### src/rtl/add_sched_pkg.sv
// ============================================================================
// add_sched_pkg: shared defaults, FSM state type and id-width helper. Rev 1.0
// ============================================================================
`default_nettype none

package add_sched_pkg;

  localparam int DEFAULT_NUM_REQ = 4;
  localparam int DEFAULT_DATA_W  = 6;

  typedef enum logic [0:0] {
    ST_EMPTY = 1'b0,
    ST_FULL  = 1'b1
  } state_e;

  function automatic int id_w(input int n);
    return (n > 1) ? $clog2(n) : 1;
  endfunction

endpackage

`default_nettype wire

### src/rtl/add_sched_if.sv
// ============================================================================
// add_sched_if: request/result bus of the shared-adder scheduler. Rev 1.0
// ============================================================================
`default_nettype none

interface add_sched_if
  import add_sched_pkg::*;
#(
  parameter int NUM_REQ = DEFAULT_NUM_REQ,
  parameter int DATA_W  = DEFAULT_DATA_W
) ();

  localparam int c_ID_W = id_w(NUM_REQ);

  logic [NUM_REQ-1:0]        req_valid;
  logic [NUM_REQ*DATA_W-1:0] req_a;
  logic [NUM_REQ*DATA_W-1:0] req_b;
  logic [NUM_REQ-1:0]        req_ready;
  logic                      out_valid;
  logic                      out_ready;
  logic [DATA_W-1:0]         out_sum;
  logic                      out_flag;
  logic [c_ID_W-1:0]         out_id;

  modport master (
    output req_valid, req_a, req_b, out_ready,
    input  req_ready, out_valid, out_sum, out_flag, out_id
  );

  modport slave (
    input  req_valid, req_a, req_b, out_ready,
    output req_ready, out_valid, out_sum, out_flag, out_id
  );

endinterface

`default_nettype wire

### src/rtl/add_sched_rr_arbiter.sv
// ============================================================================
// rr_arbiter: one-hot round-robin grant, search ascending from ptr with wrap.
// Rev 1.0
// ============================================================================
`default_nettype none

module rr_arbiter #(
  parameter int N    = 4,
  parameter int ID_W = 2
) (
  input  wire logic [N-1:0]    req_i,
  input  wire logic [ID_W-1:0] ptr_i,
  input  wire logic            en_i,
  output logic      [N-1:0]    gnt_o
);

  localparam int                c_SW = ID_W + 1;
  localparam logic [c_SW-1:0]   c_N  = c_SW'(N);

  logic [c_SW-1:0] w_pos;
  logic [ID_W-1:0] w_idx;
  logic            w_found;

  always_comb begin
    gnt_o   = '0;
    w_found = 1'b0;
    w_pos   = '0;
    w_idx   = '0;
    for (int i = 0; i < N; i++) begin
      w_pos = {1'b0, ptr_i} + c_SW'(i);
      if (w_pos >= c_N) begin
        w_pos = w_pos - c_N;
      end
      w_idx = w_pos[ID_W-1:0];
      if (en_i && !w_found && req_i[w_idx]) begin
        gnt_o[w_idx] = 1'b1;
        w_found      = 1'b1;
      end
    end
  end

endmodule

`default_nettype wire

### src/rtl/add_sched.sv
// ============================================================================
// add_sched: round-robin scheduler sharing one registered adder among NUM_REQ
// requesters. Define ADD_SCHED_SAT_EN for signed saturating add. Rev 1.0
// ============================================================================
`default_nettype none

module add_sched
  import add_sched_pkg::*;
#(
  parameter int NUM_REQ = DEFAULT_NUM_REQ,
  parameter int DATA_W  = DEFAULT_DATA_W
) (
  input wire logic   clk,
  input wire logic   rst_n,
  add_sched_if.slave bus
);

  localparam int c_ID_W = id_w(NUM_REQ);

  state_e              state_q, state_d;
  logic [c_ID_W-1:0]   rr_ptr_q, rr_ptr_d;
  logic [DATA_W-1:0]   sum_q;
  logic                flag_q;
  logic [c_ID_W-1:0]   id_q;

  logic                w_slot_free;
  logic                w_en;
  logic [NUM_REQ-1:0]  w_gnt;
  logic                w_xfer;
  logic [c_ID_W-1:0]   w_g;
  logic [DATA_W-1:0]   w_a;
  logic [DATA_W-1:0]   w_b;
  logic [DATA_W-1:0]   w_sum;
  logic                w_flag;

  assign w_slot_free = (state_q == ST_EMPTY) || bus.out_ready;
  // Grants are suppressed while reset is asserted, not just after the edge.
  assign w_en        = w_slot_free && rst_n;

  rr_arbiter #(
    .N    (NUM_REQ),
    .ID_W (c_ID_W)
  ) u_arb (
    .req_i (bus.req_valid),
    .ptr_i (rr_ptr_q),
    .en_i  (w_en),
    .gnt_o (w_gnt)
  );

  assign bus.req_ready = w_gnt;
  assign w_xfer        = |(bus.req_valid & w_gnt);

  always_comb begin
    w_g = '0;
    w_a = '0;
    w_b = '0;
    for (int i = 0; i < NUM_REQ; i++) begin
      if (w_gnt[i]) begin
        w_g = c_ID_W'(i);
        w_a = bus.req_a[i*DATA_W +: DATA_W];
        w_b = bus.req_b[i*DATA_W +: DATA_W];
      end
    end
  end

`ifdef ADD_SCHED_SAT_EN
  logic [DATA_W-1:0] w_wsum;
  logic              w_ovf;

  assign w_wsum = w_a + w_b;
  // Signed overflow: operands agree in sign but the result does not.
  assign w_ovf  = (w_a[DATA_W-1] == w_b[DATA_W-1]) &&
                  (w_wsum[DATA_W-1] != w_a[DATA_W-1]);
  assign w_sum  = !w_ovf        ? w_wsum :
                  w_a[DATA_W-1] ? {1'b1, {(DATA_W-1){1'b0}}} :
                                  {1'b0, {(DATA_W-1){1'b1}}};
  assign w_flag = w_ovf;
`else
  logic [DATA_W:0] w_raw;

  assign w_raw  = {1'b0, w_a} + {1'b0, w_b};
  assign w_sum  = w_raw[DATA_W-1:0];
  assign w_flag = w_raw[DATA_W];
`endif

  always_comb begin
    state_d  = state_q;
    rr_ptr_d = rr_ptr_q;
    if (w_xfer) begin
      rr_ptr_d = (w_g == c_ID_W'(NUM_REQ - 1)) ? '0 : w_g + 1'b1;
    end
    case (state_q)
      ST_EMPTY: if (w_xfer) state_d = ST_FULL;
      ST_FULL:  if (bus.out_ready && !w_xfer) state_d = ST_EMPTY;
      default:  state_d = ST_EMPTY;
    endcase
  end

  always_ff @(posedge clk or negedge rst_n) begin
    if (!rst_n) begin
      state_q  <= ST_EMPTY;
      rr_ptr_q <= '0;
      sum_q    <= '0;
      flag_q   <= 1'b0;
      id_q     <= '0;
    end else begin
      state_q  <= state_d;
      rr_ptr_q <= rr_ptr_d;
      if (w_xfer) begin
        sum_q  <= w_sum;
        flag_q <= w_flag;
        id_q   <= w_g;
      end
    end
  end

  assign bus.out_valid = (state_q == ST_FULL);
  assign bus.out_sum   = sum_q;
  assign bus.out_flag  = flag_q;
  assign bus.out_id    = id_q;

endmodule

`default_nettype wire

### src/flat_wrapper.sv
// flat-port wrapper written by rule: the top's interface ports become plain ports
module add_sched_flat import add_sched_pkg::*;
#(
  parameter int NUM_REQ = DEFAULT_NUM_REQ,
  parameter int DATA_W  = DEFAULT_DATA_W
)
  (clk, rst_n, bus_req_valid, bus_req_a, bus_req_b, bus_out_ready, bus_req_ready, bus_out_valid, bus_out_sum, bus_out_flag, bus_out_id);
  add_sched_if #(.NUM_REQ(NUM_REQ), .DATA_W(DATA_W)) bus_i ();
  input wire logic clk;
  input wire logic rst_n;
  input wire logic [$bits(bus_i.req_valid)-1:0] bus_req_valid;
  input wire logic [$bits(bus_i.req_a)-1:0] bus_req_a;
  input wire logic [$bits(bus_i.req_b)-1:0] bus_req_b;
  input wire logic [$bits(bus_i.out_ready)-1:0] bus_out_ready;
  output wire logic [$bits(bus_i.req_ready)-1:0] bus_req_ready;
  output wire logic [$bits(bus_i.out_valid)-1:0] bus_out_valid;
  output wire logic [$bits(bus_i.out_sum)-1:0] bus_out_sum;
  output wire logic [$bits(bus_i.out_flag)-1:0] bus_out_flag;
  output wire logic [$bits(bus_i.out_id)-1:0] bus_out_id;
  assign bus_i.req_valid = bus_req_valid;
  assign bus_i.req_a = bus_req_a;
  assign bus_i.req_b = bus_req_b;
  assign bus_i.out_ready = bus_out_ready;
  assign bus_req_ready = bus_i.req_ready;
  assign bus_out_valid = bus_i.out_valid;
  assign bus_out_sum = bus_i.out_sum;
  assign bus_out_flag = bus_i.out_flag;
  assign bus_out_id = bus_i.out_id;
  add_sched #(.NUM_REQ(NUM_REQ), .DATA_W(DATA_W)) u_core (.clk(clk), .rst_n(rst_n), .bus(bus_i));
endmodule
### config.mk
export PLATFORM = sky130hd
export DESIGN_NAME = add_sched_flat
export DESIGN_NICKNAME = d
export VERILOG_FILES = /design/src/rtl/add_sched_pkg.sv /design/src/rtl/add_sched_if.sv /design/src/rtl/add_sched_rr_arbiter.sv /design/src/rtl/add_sched.sv /design/src/flat_wrapper.sv
export SDC_FILE = /design/constraint.sdc
export NUM_CORES = 1
export LEC_CHECK = 0
export ABC_AREA = 1
export BUFFER_PORTS_ARGS = -buffer_cell sky130_fd_sc_hd__clkbuf_2
export CAP_MARGIN = 20
export CORE_ASPECT_RATIO = 0.5
export CORE_MARGIN = 10
export CORE_UTILIZATION = 51
export CTS_CLUSTER_SIZE = 40
export DETAILED_ROUTE_END_ITERATION = 12
export PLACE_DENSITY_LB_ADDON = 0.05
export SLEW_MARGIN = 15
export SYNTH_ARGS = -nofsm -noshare
export SYNTH_HDL_FRONTEND = slang
export SYNTH_HIERARCHICAL = 1
export SYNTH_SLANG_ARGS = --single-unit
### constraint.sdc
create_clock -name clk -period 6.5 [get_ports clk]
set_input_delay 1.3 -clock clk [delete_from_list [all_inputs] [get_ports clk]]
set_output_delay 1.3 -clock clk [all_outputs]
set_load 0.005 [all_outputs]
==> After elaboration in Yosys (flattened, before gate mapping) <==
Index checks and enable logic that the tools add are counted.
{ "op_classes": {"order_cmp": 12, "mux": 42, "n_reduce_logical": 19, "n_addsub": 9, "eq_ne": 1, "n_bitwise": 5} }
{ "op_table": {"columns": ["cell", "count"], "rows": [
  ["6-bit two-way mux", 8],
  ["4-bit two-way mux", 4],
  ["1-bit two-way mux", 14],
  ["2-bit two-way mux", 7],
  ["1-bit logical AND", 13],
  ["2-bit by 3-bit less-than comparator with 1-bit output, second input constant", 4],
  ["4-bit bitwise OR", 3],
  ["3-bit greater-or-equal comparator, second input constant", 3],
  ["1-bit binary-select mux with 2-bit select", 4],
  ["1-bit demux with 2-bit select", 4],
  ["2-bit by 1-bit greater-or-equal comparator with 1-bit output, second input constant", 4],
  ["2-bit by 1-bit subtractor with 2-bit output, second input constant", 4],
  ["6-bit by 6-bit adder with 7-bit output", 1],
  ["2-bit by 2-bit adder with 3-bit output, second input constant", 2],
  ["4-bit AND", 1],
  ["1-bit zero test", 4],
  ["4-bit OR reduction", 1],
  ["2-bit by 1-bit adder with 3-bit output, second input constant", 1],
  ["2-bit by 3-bit greater-or-equal comparator with 1-bit output, second input constant", 1],
  ["2-bit by 1-bit adder with 2-bit output, second input constant", 1],
  ["2-bit equality test, second input constant", 1],
  ["1-bit one-hot mux with 2 select lines", 1],
  ["1-bit logical OR", 1],
  ["1-bit inverter", 1]
]} }
{ "word_totals": {"in_bits": 55, "out_inout_bits": 14, "register_bits": 12} }

==> Depth between registers and ports, before layout <==
Gate-level depths: netlist of run 1.
{ "logic_depth": {"depth_word": 24, "ltp_mapped": 22, "depth_no_buf": 22} }

==> Modules after synthesis <==
The synthesis of run 1 kept the hierarchy.
{ "by_module_without_submodules": {"columns": ["module", "cells_each", "seq_area_each_um2", "instances", "area_each_um2"], "rows": [
  ["add_sched", 150, 300.3, 1, 1067.3],
  ["rr_arbiter", 66, 0.0, 1, 400.4]
]} }

==> Least setup slack after synthesis of run 1 <==
Ideal clock, no wire load.
{ "synth_path": {"path_kind": "input -> register", "startpoint": "input port bus_out_ready", "endpoint": "register u_core.sum_q[4], in the netlist u_core/bus.out_sum[4]", "cell_stages": 19, "arrival_ns": 3.903, "slack_ns": 2.475, "setup_ns": 0.121, "path_cell_list": "inv_1 a21boi_0 inv_1 nor2_1 nand2_1 nand2_1 inv_1 nand3_1 clkbuf_1 nand2_1 o2111ai_1 ha_1 inv_1 fa_1 nand3b_1 nand2_1 nand2_1 nand2_1 o21ai_1"} }
{ "synth_between": {"elab_cells_between_ends": 33} }
{ "synth_rtl": {"columns": ["item", "line", "text"], "rows": [
  ["start: declaration", "flat_wrapper.sv:14", "input wire logic [$bits(bus_i.out_ready)-1:0] bus_out_ready;"],
  ["1-bit logical OR *", "add_sched.sv:36", "assign w_slot_free = (state_q == ST_EMPTY) || bus.out_ready;"],
  ["1-bit logical AND *", "add_sched.sv:38", "assign w_en = w_slot_free && rst_n;"],
  ["named net u_core.w_en", "add_sched.sv:27", "logic w_en;"],
  ["1-bit logical AND", "add_sched_rr_arbiter.sv:35", "if (en_i && !w_found && req_i[w_idx]) begin"],
  ["1-bit two-way mux", "add_sched_rr_arbiter.sv:35", null],
  ["1-bit zero test", "add_sched_rr_arbiter.sv:35", null],
  ["1-bit logical AND (2 in series)", "add_sched_rr_arbiter.sv:35", null],
  ["1-bit two-way mux", "add_sched_rr_arbiter.sv:35", null],
  ["1-bit zero test", "add_sched_rr_arbiter.sv:35", null],
  ["1-bit logical AND (2 in series)", "add_sched_rr_arbiter.sv:35", null],
  ["1-bit two-way mux", "add_sched_rr_arbiter.sv:35", null],
  ["1-bit zero test", "add_sched_rr_arbiter.sv:35", null],
  ["1-bit logical AND (2 in series)", "add_sched_rr_arbiter.sv:35", null],
  ["4-bit two-way mux *", "add_sched_rr_arbiter.sv:35", null],
  ["named net bus_req_ready[1]", "flat_wrapper.sv:15", "output wire logic [$bits(bus_i.req_ready)-1:0] bus_req_ready;"],
  ["6-bit two-way mux (3 in series)", "add_sched.sv:58", "if (w_gnt[i]) begin"],
  ["6-bit by 6-bit adder with 7-bit output", "add_sched.sv:81", "assign w_raw = {1'b0, w_a} + {1'b0, w_b};"],
  ["end signal: assignment", "add_sched.sv:110", "sum_q <= w_sum;"],
  ["end: declaration", "add_sched.sv:22", "logic [DATA_W-1:0] sum_q;"]
]} }
The timed path passes the listed nets; every way through them passes the cells marked *.
A chain may end at the register's enable or synchronous reset.

==> Final worst setup path of run 1 <==
{ "layout_path": {"startpoint": "input port rst_n", "endpoint": "output port bus_req_ready[1]"} }
{ "layout_between": {"elab_chain_len": 15, "elab_cells_between_ends": 21} }
{ "layout_rtl": {"columns": ["item", "line", "text"], "rows": [
  ["start: declaration", "flat_wrapper.sv:10", "input wire logic rst_n;"],
  ["1-bit logical AND *", "add_sched.sv:38", null],
  ["named net u_core.w_en", "add_sched.sv:27", null],
  ["1-bit logical AND", "add_sched_rr_arbiter.sv:35", null],
  ["1-bit two-way mux", "add_sched_rr_arbiter.sv:35", null],
  ["1-bit zero test", "add_sched_rr_arbiter.sv:35", null],
  ["1-bit logical AND (2 in series)", "add_sched_rr_arbiter.sv:35", null],
  ["1-bit two-way mux", "add_sched_rr_arbiter.sv:35", null],
  ["1-bit zero test", "add_sched_rr_arbiter.sv:35", null],
  ["1-bit logical AND (2 in series)", "add_sched_rr_arbiter.sv:35", null],
  ["1-bit two-way mux", "add_sched_rr_arbiter.sv:35", null],
  ["1-bit zero test", "add_sched_rr_arbiter.sv:35", null],
  ["1-bit logical AND (2 in series)", "add_sched_rr_arbiter.sv:35", null],
  ["4-bit two-way mux *", "add_sched_rr_arbiter.sv:35", null],
  ["end: declaration", "flat_wrapper.sv:15", null]
]} }
Marked as above.

==> run_results.csv, run 1 <==
group,metric,value,unit
detailed_routing,drc,0,
sta,fmax,0.223,GHz
outcome,status,"completed",
hold_path,hold_end,"u_core/bus.out_flag$_DFFE_PN0P_",
critical_path,max_stage_delay,0.50,ns
cts,clockBufferDepth,2,
sta,final.min_clock_period,4.49,ns
sta,fin_crit_sh,69.1,%
critical_path,start_kind,"input pin",
synthesis,synth_most_common_cell,"nand2_1",
sta,grt_setup_unrepaired,"no",
hold_path,hold_depth,2,
critical_path,r2r_setup_slack,2.48,ns
critical_path,crit_path_end_kind,"output port",
critical_path,path_cells,"clkbuf_2 > a21boi_0 > inv_1 > nor2_1 > nand2_1 > nand2_1 > inv_1 > nand3_1 > clkbuf_2",
cts,post_cts_buffers,0,
synthesis,synth_area_leaders,"dfrtp_1, nand2_1, ha_1, nand3_1, inv_1",
critical_path,cp_max_fo,13,
floorplan,start_util,55.0,%
sta,setup-violations-final,0,
power,powerDensity,506,nW/um2
synthesis,synth_warnings,6,
synthesis,ys_seq_area_share,20.5,%
synthesis,synthArstFlopShare,100,%
grt,grt_pass1_wl,7.49,mm
synthesis,synth_top_area_share,20.5,%
synthesis,syn_area,1470,um2
detailed_routing,drtAntennaViolNets,0,
grt,grt_usage,16.2,%
critical_path,critPathTopFamily,"simple AND/OR/NAND/NOR gates",
sta,worst_slew_pin_slew,0.523,ns
placement,portBuffers,68,
sta,tns,0,ns
sta,hold_ws,0.478,ns
floorplan,die-area,5550,um2
cts,cts_made_buffers,3,
synthesis,synth_top_cell_by_area,"dfrtp_1",
floorplan,io_pins,69,
cts,cts_tree,"built",
grt,grt_remaining_overflow,0,
cts,clockRootBuffer,"clkbuf_8",
critical_path,critPathSlowestCell,"a21boi_0",
sta,fin_worst_skew,0.00282,ns
floorplan,row_count,13,
final_layout,drive_gt1_share,34.4,%
critical_path,cp.arrival,3.19,ns
critical_path,required,5.20,ns
detailed_routing,drt_iter0_drc,91,
final_layout,nets,355,
cts,hold_buffers,0,
critical_path,critPathBufInv,4,
hold_path,min_path_type,"register to register",
sta,setup_ws,2.01,ns
cts,cts_resized,0,
grt,first_global_vias,1742,
placement,preCtsSetupSlack,1.82,ns
floorplan,die_h,57.9,um
synthesis,synthFlopType,"dfrtp_1",
synthesis,syn_area_per_cell,6.79,um2
cts,h-tree-depth,1,
placement,dpl.hpwl,3.83,mm
critical_path,crit_type,"input pin to output port",
synthesis,synth_commonest_cells,"nand2_1, nand3_1, inv_1",
critical_path,r2r_cells,22,
detailed_routing,via_per_inst,5.29,
synthesis,synth_nets,285,
detailed_routing,wl,4.54,mm
cts,cts_sinks,12,
critical_path,crit_cells,9,
critical_path,reg2reg_from,"u_core/rr_ptr_q[1]$_DFFE_PN0P_",
synthesis,synth_seq_cells,12,
synthesis,synth_cell_type_count,32,
placement,gp_congestion,0.956,
power,peakVddDrop,420,uV
flow_run,maxCapViolCount,0,
detailed_routing,drtPass1Iterations,4,
cts,path_clk_slew,0.05,ns
detailed_routing,via_count,1703,
final_layout,insertedDiodeCount,0,
grt,grt_antenna_before_repair,0,
synthesis,synth-edff-count,0,
power,power_leakage,1.06,nW
sta,final-hold-violation-count,0,
floorplan,fp.dieW,95.9,um
floorplan,core_area,2670,um2
sta,max-slew-margin-rel,64.8,%
grt,grt_max_degree,19,
cts,clock_latency,0.24,ns
detailed_routing,wire_per_inst,14.1,um
final_layout,area.growth.synth_to_final,28.7,%
critical_path,r2r-end,"u_core/bus.out_sum[4]$_DFFE_PN0P_",
synthesis,synth_cells,216,
final_layout,fill_cells,236,
hold_path,hp-start,"u_core/bus.out_flag$_DFFE_PN0P_",
sta,drv_slew,0,
area by class of cell:
class                   count  area, um2  share of cell area [%]
clock buffers               4       55.1                    2.91
inverters                  27        101                    5.36
multi-input cells         174       1050                    55.4
flip-flops and latches     12        300                    15.9
well taps                  37       46.3                    2.45
repair buffers             68        340                    18.0
worst min-delay path: stages, from the launching register on:
cell and delay [ns]:
dfrtp_1 0.34, nand2_1 0.05, nand2_1 0.05
cell families after synthesis:
group	after synthesis	synth area share, %
flops	12	20.5
xor+xnor	1	0.597
compound gates	44	20.5
fa+ha+maj	14	12.4
buf+inv	30	8.27
simple gates	115	37.7
layer usage:
metal / routed length (um) / track usage, % / vias up
li1: - / - / 873
met2: 2350 / 29.9 / 49
met3: 186 / 2.82 / 6
met1: 1960 / 18.9 / 775
met4: 50 / 4.18 / 0
met5: 0 / 0 / -
per-stage QoR:
stage | power, mW | utilization (%) | instance area (um2) | instances
2_1_floorplan | 0.703 | - | 1470 | 216
3_3_place_gp | 0.857 | 68.8 | 1830 | 318
3_5_place_dp | 0.871 | 68.8 | 1830 | 318
4_1_cts | 0.956 | 70.8 | 1890 | 322
5_1_grt | 1.08 | 70.8 | 1890 | 322
6_report | 0.956 | 70.8 | 1890 | 322
registers in the layout (all words and copies together) (netlist names):
register              cells
u_core/bus.out_flag       1
u_core/bus.out_id         2
u_core/bus.out_sum        6
u_core/bus.out_valid      1
u_core/rr_ptr_q           2
layout by cell type (no fill, tap or decap):
master	synthesis	final
nand2_1	66	66
o21ai_4	1	1
a21oi_1	11	11
ha_1	13	13
nand3b_1	1	1
o2111ai_1	4	4
fa_1	1	1
o21ai_0	1	1
o21ai_2	4	4
nor2_2	2	2
nand2_4	2	2
inv_1	21	21
nor2_4	1	1
a21oi_2	2	2
o22ai_1	8	8
a22oi_1	8	8
xor2_1	1	1
nor3_1	1	1
nor2_8	1	1
nand2_2	3	3
clkbuf_8	0	4
a21boi_0	1	1
o21ai_1	4	4
nand3_2	3	3
nor2_1	5	5
nand4_1	4	4
nand3_1	25	25
clkbuf_2	0	68
inv_2	6	6
dfrtp_1	12	12
and2_4	1	1
worst max-delay path by stage:
stage / slack [ns] / endpoint / startpoint
after floorplan: 2.48 / u_core/bus.out_sum[4]$_DFFE_PN0P_ / bus_out_ready
after global placement: 2.00 / u_core/bus.out_sum[4]$_DFFE_PN0P_ / rst_n
after detailed placement: 1.82 / u_core/bus.out_sum[4]$_DFFE_PN0P_ / rst_n
after CTS: 2.03 / bus_req_ready[1] / rst_n
after global routing: 1.61 / u_core/bus.out_sum[4]$_DFFE_PN0P_ / rst_n
final: 2.01 / bus_req_ready[1] / rst_n
power breakdown:
part / total (mW) / internal [mW] / switching [mW]
Sequential: 0.136 / 0.108 / 0.0285
Clock: 0.0803 / 0.0534 / 0.0269
Combinational: 0.740 / 0.270 / 0.470
Total: 0.956 / 0.431 / 0.525
(Power assumes the default switching activity.)
==> run 2, diff against run 1 <==
- CORE_UTILIZATION: 51 -> 42
- clock period: 6.5 -> 3.8 ns (I/O delays scaled with it)
==> run 2 against run 1 <==
  * Utilization fell by 12 points
  * Critical path depth up 12
  * Clock skew hardly changed
  * Via count increased by 1.2%
  * Global-route usage down 2.2 points
  * Sequential power up 54%
  * Non-clock buffer count is 10 higher
  * Worst hold slack worse by 0.030 ns
  * First-iteration DRC count shrank 22%
  * Cell count up 7.5%
  * Critical path type is now register to register
  * Critical endpoint is now u_core/bus.out_sum[4]$_DFFE_PN0P_
  * Largest cell class unchanged
  * Largest power group unchanged
==> run_results.csv, run 2 (synthesized netlist as in run 1, its figures left out) <==
group,metric,value,unit
cts,cts_tree,"built",
sta,fin_crit_sh,86.6,%
cts,clock_latency,0.24,ns
detailed_routing,wl,4.64,mm
cts,path_clk_slew,0.05,ns
floorplan,start_util,43.2,%
placement,portBuffers,68,
cts,post_cts_buffers,0,
power,peakVddDrop,555,uV
floorplan,row_count,15,
final_layout,multi_input_area,1050,um2
detailed_routing,drtAntennaViolNets,0,
detailed_routing,drtPass1Iterations,6,
final_layout,ff_latch_area,300,um2
critical_path,r2r_cells,21,
flow_run,maxCapViolCount,0,
grt,grt_usage,14.0,%
final_layout,nets,365,
grt,grt_antenna_before_repair,0,
final_layout,fill_cells,329,
floorplan,fp.dieW,104,um
cts,clockBufferDepth,2,
critical_path,start_kind,"register",
final_layout,drive_gt1_share,36.6,%
placement,dpl.hpwl,4.04,mm
sta,fin_worst_skew,0.00242,ns
cts,cts_resized,0,
final_layout,area.growth.synth_to_final,35.0,%
sta,tns,0,ns
final_layout,final_common_cell,"clkbuf_2",
detailed_routing,drc,0,
outcome,status,"completed",
power,power.total,1.69,mW
final_layout,layout_common_cells,"clkbuf_2, nand2_1, nand3_1, inv_1, ha_1",
sta,setup_ws,0.510,ns
detailed_routing,via_count,1723,
detailed_routing,drt_iter0_drc,71,
power,power_leakage,1.10,nW
detailed_routing,wire_per_inst,13.4,um
grt,grt_pass1_wl,7.57,mm
sta,setup-violations-final,0,
grt,first_global_vias,1673,
final_layout,largest_register_ffs,6,
sta,max-slew-margin-rel,74.5,%
critical_path,reg2reg_from,"u_core/rr_ptr_q[0]$_DFFE_PN0P_",
critical_path,required,3.92,ns
critical_path,crit_type,"register to register",
critical_path,cp.arrival,3.41,ns
cts,h-tree-depth,1,
floorplan,core_area,3400,um2
critical_path,cp_max_fo,8,
sta,final-hold-violation-count,0,
critical_path,r2r_setup_slack,0.51,ns
sta,worst_slew_pin_slew,0.381,ns
floorplan,io_pins,69,
sta,final.min_clock_period,3.29,ns
final_layout,insertedDiodeCount,0,
cts,clockRootBuffer,"clkbuf_8",
grt,grt_remaining_overflow,0,
placement,gp_congestion,0.915,
hold_path,min_path_type,"input pin to async pin",
grt,grt_max_degree,16,
floorplan,die_h,61.8,um
sta,grt_setup_unrepaired,"no",
critical_path,r2r-end,"u_core/bus.out_sum[4]$_DFFE_PN0P_",
final_layout,final_util,58.3,%
critical_path,crit_path_end_kind,"register",
floorplan,die-area,6400,um2
placement,preCtsSetupSlack,0.302,ns
power,powerDensity,853,nW/um2
sta,fmax,0.304,GHz
sta,drv_slew,0,
cts,cts_made_buffers,3,
cts,hold_buffers,0,
cts,cts_sinks,12,
detailed_routing,via_per_inst,4.98,
run 2: how the worst max path moves through the flow:
stage | depth (start not counted) | startpoint | endpoint | slack, ns
floorplan | 19 | bus_out_ready | u_core/bus.out_sum[4]$_DFFE_PN0P_ | 0.32
global placement | 20 | bus_out_ready | u_core/bus.out_sum[4]$_DFFE_PN0P_ | 0.36
detailed placement | 22 | bus_out_ready | u_core/bus.out_sum[4]$_DFFE_PN0P_ | 0.30
CTS | 21 | u_core/rr_ptr_q[0]$_DFFE_PN0P_ | u_core/bus.out_sum[4]$_DFFE_PN0P_ | 0.53
global route | 21 | u_core/rr_ptr_q[1]$_DFFE_PN0P_ | u_core/bus.out_sum[4]$_DFFE_PN0P_ | 0.16
finish | 21 | u_core/rr_ptr_q[0]$_DFFE_PN0P_ | u_core/bus.out_sum[4]$_DFFE_PN0P_ | 0.51
run 2: routing by layer:
layer	vias to the layer above	GRT usage (%)	routed length (um)
li1	897	-	-
met1	790	15.9	2070
met2	34	27.5	2400
met3	2	2.88	143
met4	0	2.79	21
met5	-	0	0
run 2: report_power, final:
group / total [mW] / internal, mW / switching [mW]
logic: 1.34 / 0.508 / 0.836
registers: 0.210 / 0.184 / 0.0257
clock network: 0.136 / 0.0913 / 0.0445
run 2: worst max-delay path, cell delays in order, from the launching register on:
cell and delay, ns:
dfrtp_1 0.35, inv_2 0.05, ha_1 0.33, inv_1 0.10
nand3_2 0.14, nand2_1 0.10, inv_2 0.06, nor2_8 0.15
nand3_1 0.10, nand3_1 0.14, nand2_1 0.08, inv_1 0.21
a22oi_1 0.10, a21oi_1 0.16, ha_1 0.20, inv_1 0.06
fa_1 0.41, nand3b_1 0.18, nand2_1 0.09, nand2_1 0.05
nand2_1 0.06, o21ai_1 0.05
run 2: through the flow:
step / hold WS (ns) / cells / cell area, um2
2_1_floorplan: 0.464 / 216 / 1470
3_3_place_gp: 0.464 / 342 / 1930
3_5_place_dp: 0.465 / 342 / 1930
4_1_cts: 0.449 / 346 / 1980
5_1_grt: 0.455 / 346 / 1980
6_report: 0.448 / 346 / 1980
run 2: area by class of cell:
type,count,share of cell area [%]
clock buffers,4,2.78
inverters,27,5.11
multi-input cells,174,52.8
flip-flops and latches,12,15.2
well taps,51,3.22
repair buffers,78,21.0
==> run 3, diff against run 2 <==
- CELL_PAD_IN_SITES_DETAIL_PLACEMENT: unset -> 1
- CELL_PAD_IN_SITES_GLOBAL_PLACEMENT: unset -> 1
- CORE_UTILIZATION: 42 -> 28
- clock period: 3.8 -> 2.7 ns (I/O delays scaled with it)
==> run 3 against run 2 <==
  * Routed wire length increased by 48%
  * Critical path depth is 1 higher
  * Clock-buffer cell count did not move
  * The flow now finishes with violations (setup timing)
  * Sequential power rose by 47%
  * Cell count is 21% higher
  * Sequential share of layout area shrank 4.5 points
  * Via count increased by 19%
  * Maximum frequency rose by 8.3%
  * Clock skew decreased by 0.0012 ns
  * Worst hold slack got worse by 0.21 ns
  * Critical path type unchanged
  * Combinational power rose to 2.6 times the previous value
==> run_results.csv, run 3 (synthesized netlist as in run 1, its figures left out) <==
group,metric,value,unit
outcome,status,"finished with violations",
outcome,violations,"setup timing",
critical_path,endpoint,"u_core/bus.out_sum[4]$_DFFE_PN0P_",
grt,first_global_vias,2272,
hold_path,min_path_type,"input pin to async pin",
floorplan,die_h,71.2,um
cts,h-tree-depth,1,
grt,grt_usage,14.7,%
power,peakVddDrop,976,uV
placement,portBuffers,68,
cts,cts_made_buffers,3,
power,p_int,2.05,mW
final_layout,final_common_cell,"clkbuf_2",
critical_path,cp_max_fo,4,
floorplan,row_count,18,
detailed_routing,via_count,2053,
floorplan,die-area,8710,um2
sta,final-hold-violation-count,0,
sta,fmax,0.329,GHz
cts,clock_latency,0.24,ns
sta,worst_slew_pin_slew,0.273,ns
sta,drv_slew,0,
final_layout,fill_cells,649,
cts,clockBufferDepth,2,
power,clkPwrFrac,4.2,%
critical_path,critPathMostFrequentCell,"nand2_1",
critical_path,crit_path_end_kind,"register",
detailed_routing,wire_per_inst,16.4,um
final_layout,nets,418,
final_layout,fin_area,2840,um2
power,p_sw,1.90,mW
critical_path,r2r-end,"u_core/bus.out_sum[4]$_DFFE_PN0P_",
sta,setup_ws,-0.338,ns
grt,grt_pass1_wl,10.6,mm
final_layout,layout_common_cells,"clkbuf_2, nand2_1, buf_4, inv_1, nand3_1",
sta,fin_crit_sh,113,%
cts,hold_buffers,0,
grt,grt_max_degree,16,
sta,grt_setup_unrepaired,"yes",
sta,final.min_clock_period,3.04,ns
critical_path,required,2.83,ns
floorplan,fp.dieW,122,um
detailed_routing,drc,0,
critical_path,crit_type,"register to register",
floorplan,io_pins,69,
placement,place_area,2390,um2
power,swShare,48.1,%
critical_path,cp.arrival,3.16,ns
detailed_routing,via_per_inst,4.91,
placement,gp_congestion,0.894,
cts,clockRootBuffer,"clkbuf_8",
flow_run,maxCapViolCount,0,
power,power.total,3.95,mW
sta,max-slew-margin-rel,81.7,%
cts,cts_tree,"built",
critical_path,reg2reg_from,"u_core/rr_ptr_q[0]$_DFFE_PN0P_",
final_layout,largest_register_ffs,6,
critical_path,critPathSlowestCell,"dfrtp_2",
critical_path,r2r_cells,22,
cts,cts_sinks,12,
final_layout,insertedDiodeCount,0,
cts,path_clk_slew,0.05,ns
detailed_routing,wl,6.86,mm
sta,fin_worst_skew,0.00125,ns
final_layout,drive_gt1_share,62.9,%
detailed_routing,drtPass1Iterations,4,
placement,dpl.hpwl,5.36,mm
sta,setup-violations-final,6,
critical_path,max_stage_delay,0.43,ns
critical_path,start_kind,"register",
power,p_seq_share,7.8,%
power,powerDensity,1390,nW/um2
critical_path,crit_start,"u_core/rr_ptr_q[0]$_DFFE_PN0P_",
critical_path,path_cells,"inv_4 > ha_4 > inv_4 > nand3_4 > buf_6 > nand4_1 > nand2_1 > inv_2 > nand3_4 > inv_4 > nand2_4 > nor2_4 > nand2_2 > o2111ai_4 > ha_4 > inv_2 > fa_2 > nand3b_1 > nand2_1 > nand2_1 > nand2_1 > o21ai_2",
final_layout,final_util,56.8,%
power,power_leakage,1.45,nW
critical_path,r2r_setup_slack,-0.34,ns
floorplan,core_area,5000,um2
floorplan,start_util,29.4,%
final_layout,area.growth.synth_to_final,93.5,%
power,comb_power_share,88.0,%
grt,grt_antenna_before_repair,0,
detailed_routing,drtAntennaViolNets,0,
detailed_routing,drt_iter0_drc,65,
grt,grt_remaining_overflow,0,
[run 3: changes by cell type in the layout (fill, tap and decap cells not counted), sizes merged]
cell	delta
buf	+53
[run 3: per-stage QoR]
stage | TNS [ns] | std cells | setup slack [ns] | hold slack (ns)
CTS | -1.44 | 409 | -0.304 | 0.231
global route | -2.92 | 418 | -0.520 | 0.242
finish | -1.59 | 418 | -0.338 | 0.241
global placement | -1.67 | 395 | -0.375 | 0.464
detailed placement | -2.34 | 395 | -0.569 | 0.467
floorplan | -0.260 | 216 | -0.166 | 0.244
[run 3: repair_timing]
item,CTS,global route
setup buffers,10,9
gates resized for setup,24,31
gates cloned,0,0
setup endpoints to repair,6,8
pin swaps,25,29
[run 3: area by class of cell]
| cell class | instances | area (um2) | share of cell area [%] |
|---|---|---|---|
| multi-input combinational | 174 | 1400 | 49.4 |
| timing repair buffer | 131 | 870 | 30.6 |
| sequential | 12 | 303 | 10.7 |
| inverter | 27 | 131 | 4.63 |
| tap | 70 | 87.6 | 3.08 |
| clock buffer | 4 | 45.0 | 1.59 |
[run 3: power groups by stage]
stage               clock network [mW]  registers, mW  logic, mW
floorplan                            0          0.330       1.57
global placement                     0          0.308       2.59
detailed placement                   0          0.311       2.66
CTS                              0.173          0.309       3.02
global route                     0.185          0.320       3.83
finish                           0.167          0.309       3.47
[run 3: worst max-delay path: cells and delay by family, from the launching register on]
| family | cells | cell delay (ns) |
|---|---|---|
| adder cells (fa/ha/maj) | 3 | 0.78 |
| AO/OA/AOI/OAI | 2 | 0.13 |
| AND/OR/NAND/NOR | 11 | 1.06 |
| flip-flops | 1 | 0.43 |
| buffers and inverters | 6 | 0.50 |
[run 3: routing by layer]
metal / global-route usage [%] / wire length (um)
met5: 0 / 0
met4: 2.34 / 93
met3: 3.09 / 248
met2: 28.8 / 3790
met1: 16.0 / 2730
[run 3: how the worst min path moves through the flow]
stage | end | from | depth (start not counted) | slack (ns)
after floorplan | u_core/bus.out_flag$_DFFE_PN0P_ | rst_n | 0 | 0.24
after global placement | u_core/bus.out_flag$_DFFE_PN0P_ | u_core/bus.out_flag$_DFFE_PN0P_ | 2 | 0.46
after detailed placement | u_core/bus.out_sum[5]$_DFFE_PN0P_ | u_core/bus.out_sum[5]$_DFFE_PN0P_ | 2 | 0.47
after CTS | u_core/bus.out_valid$_DFF_PN0_ | rst_n | 2 | 0.23
after global routing | u_core/bus.out_valid$_DFF_PN0_ | rst_n | 2 | 0.24
final | u_core/bus.out_valid$_DFF_PN0_ | rst_n | 2 | 0.24
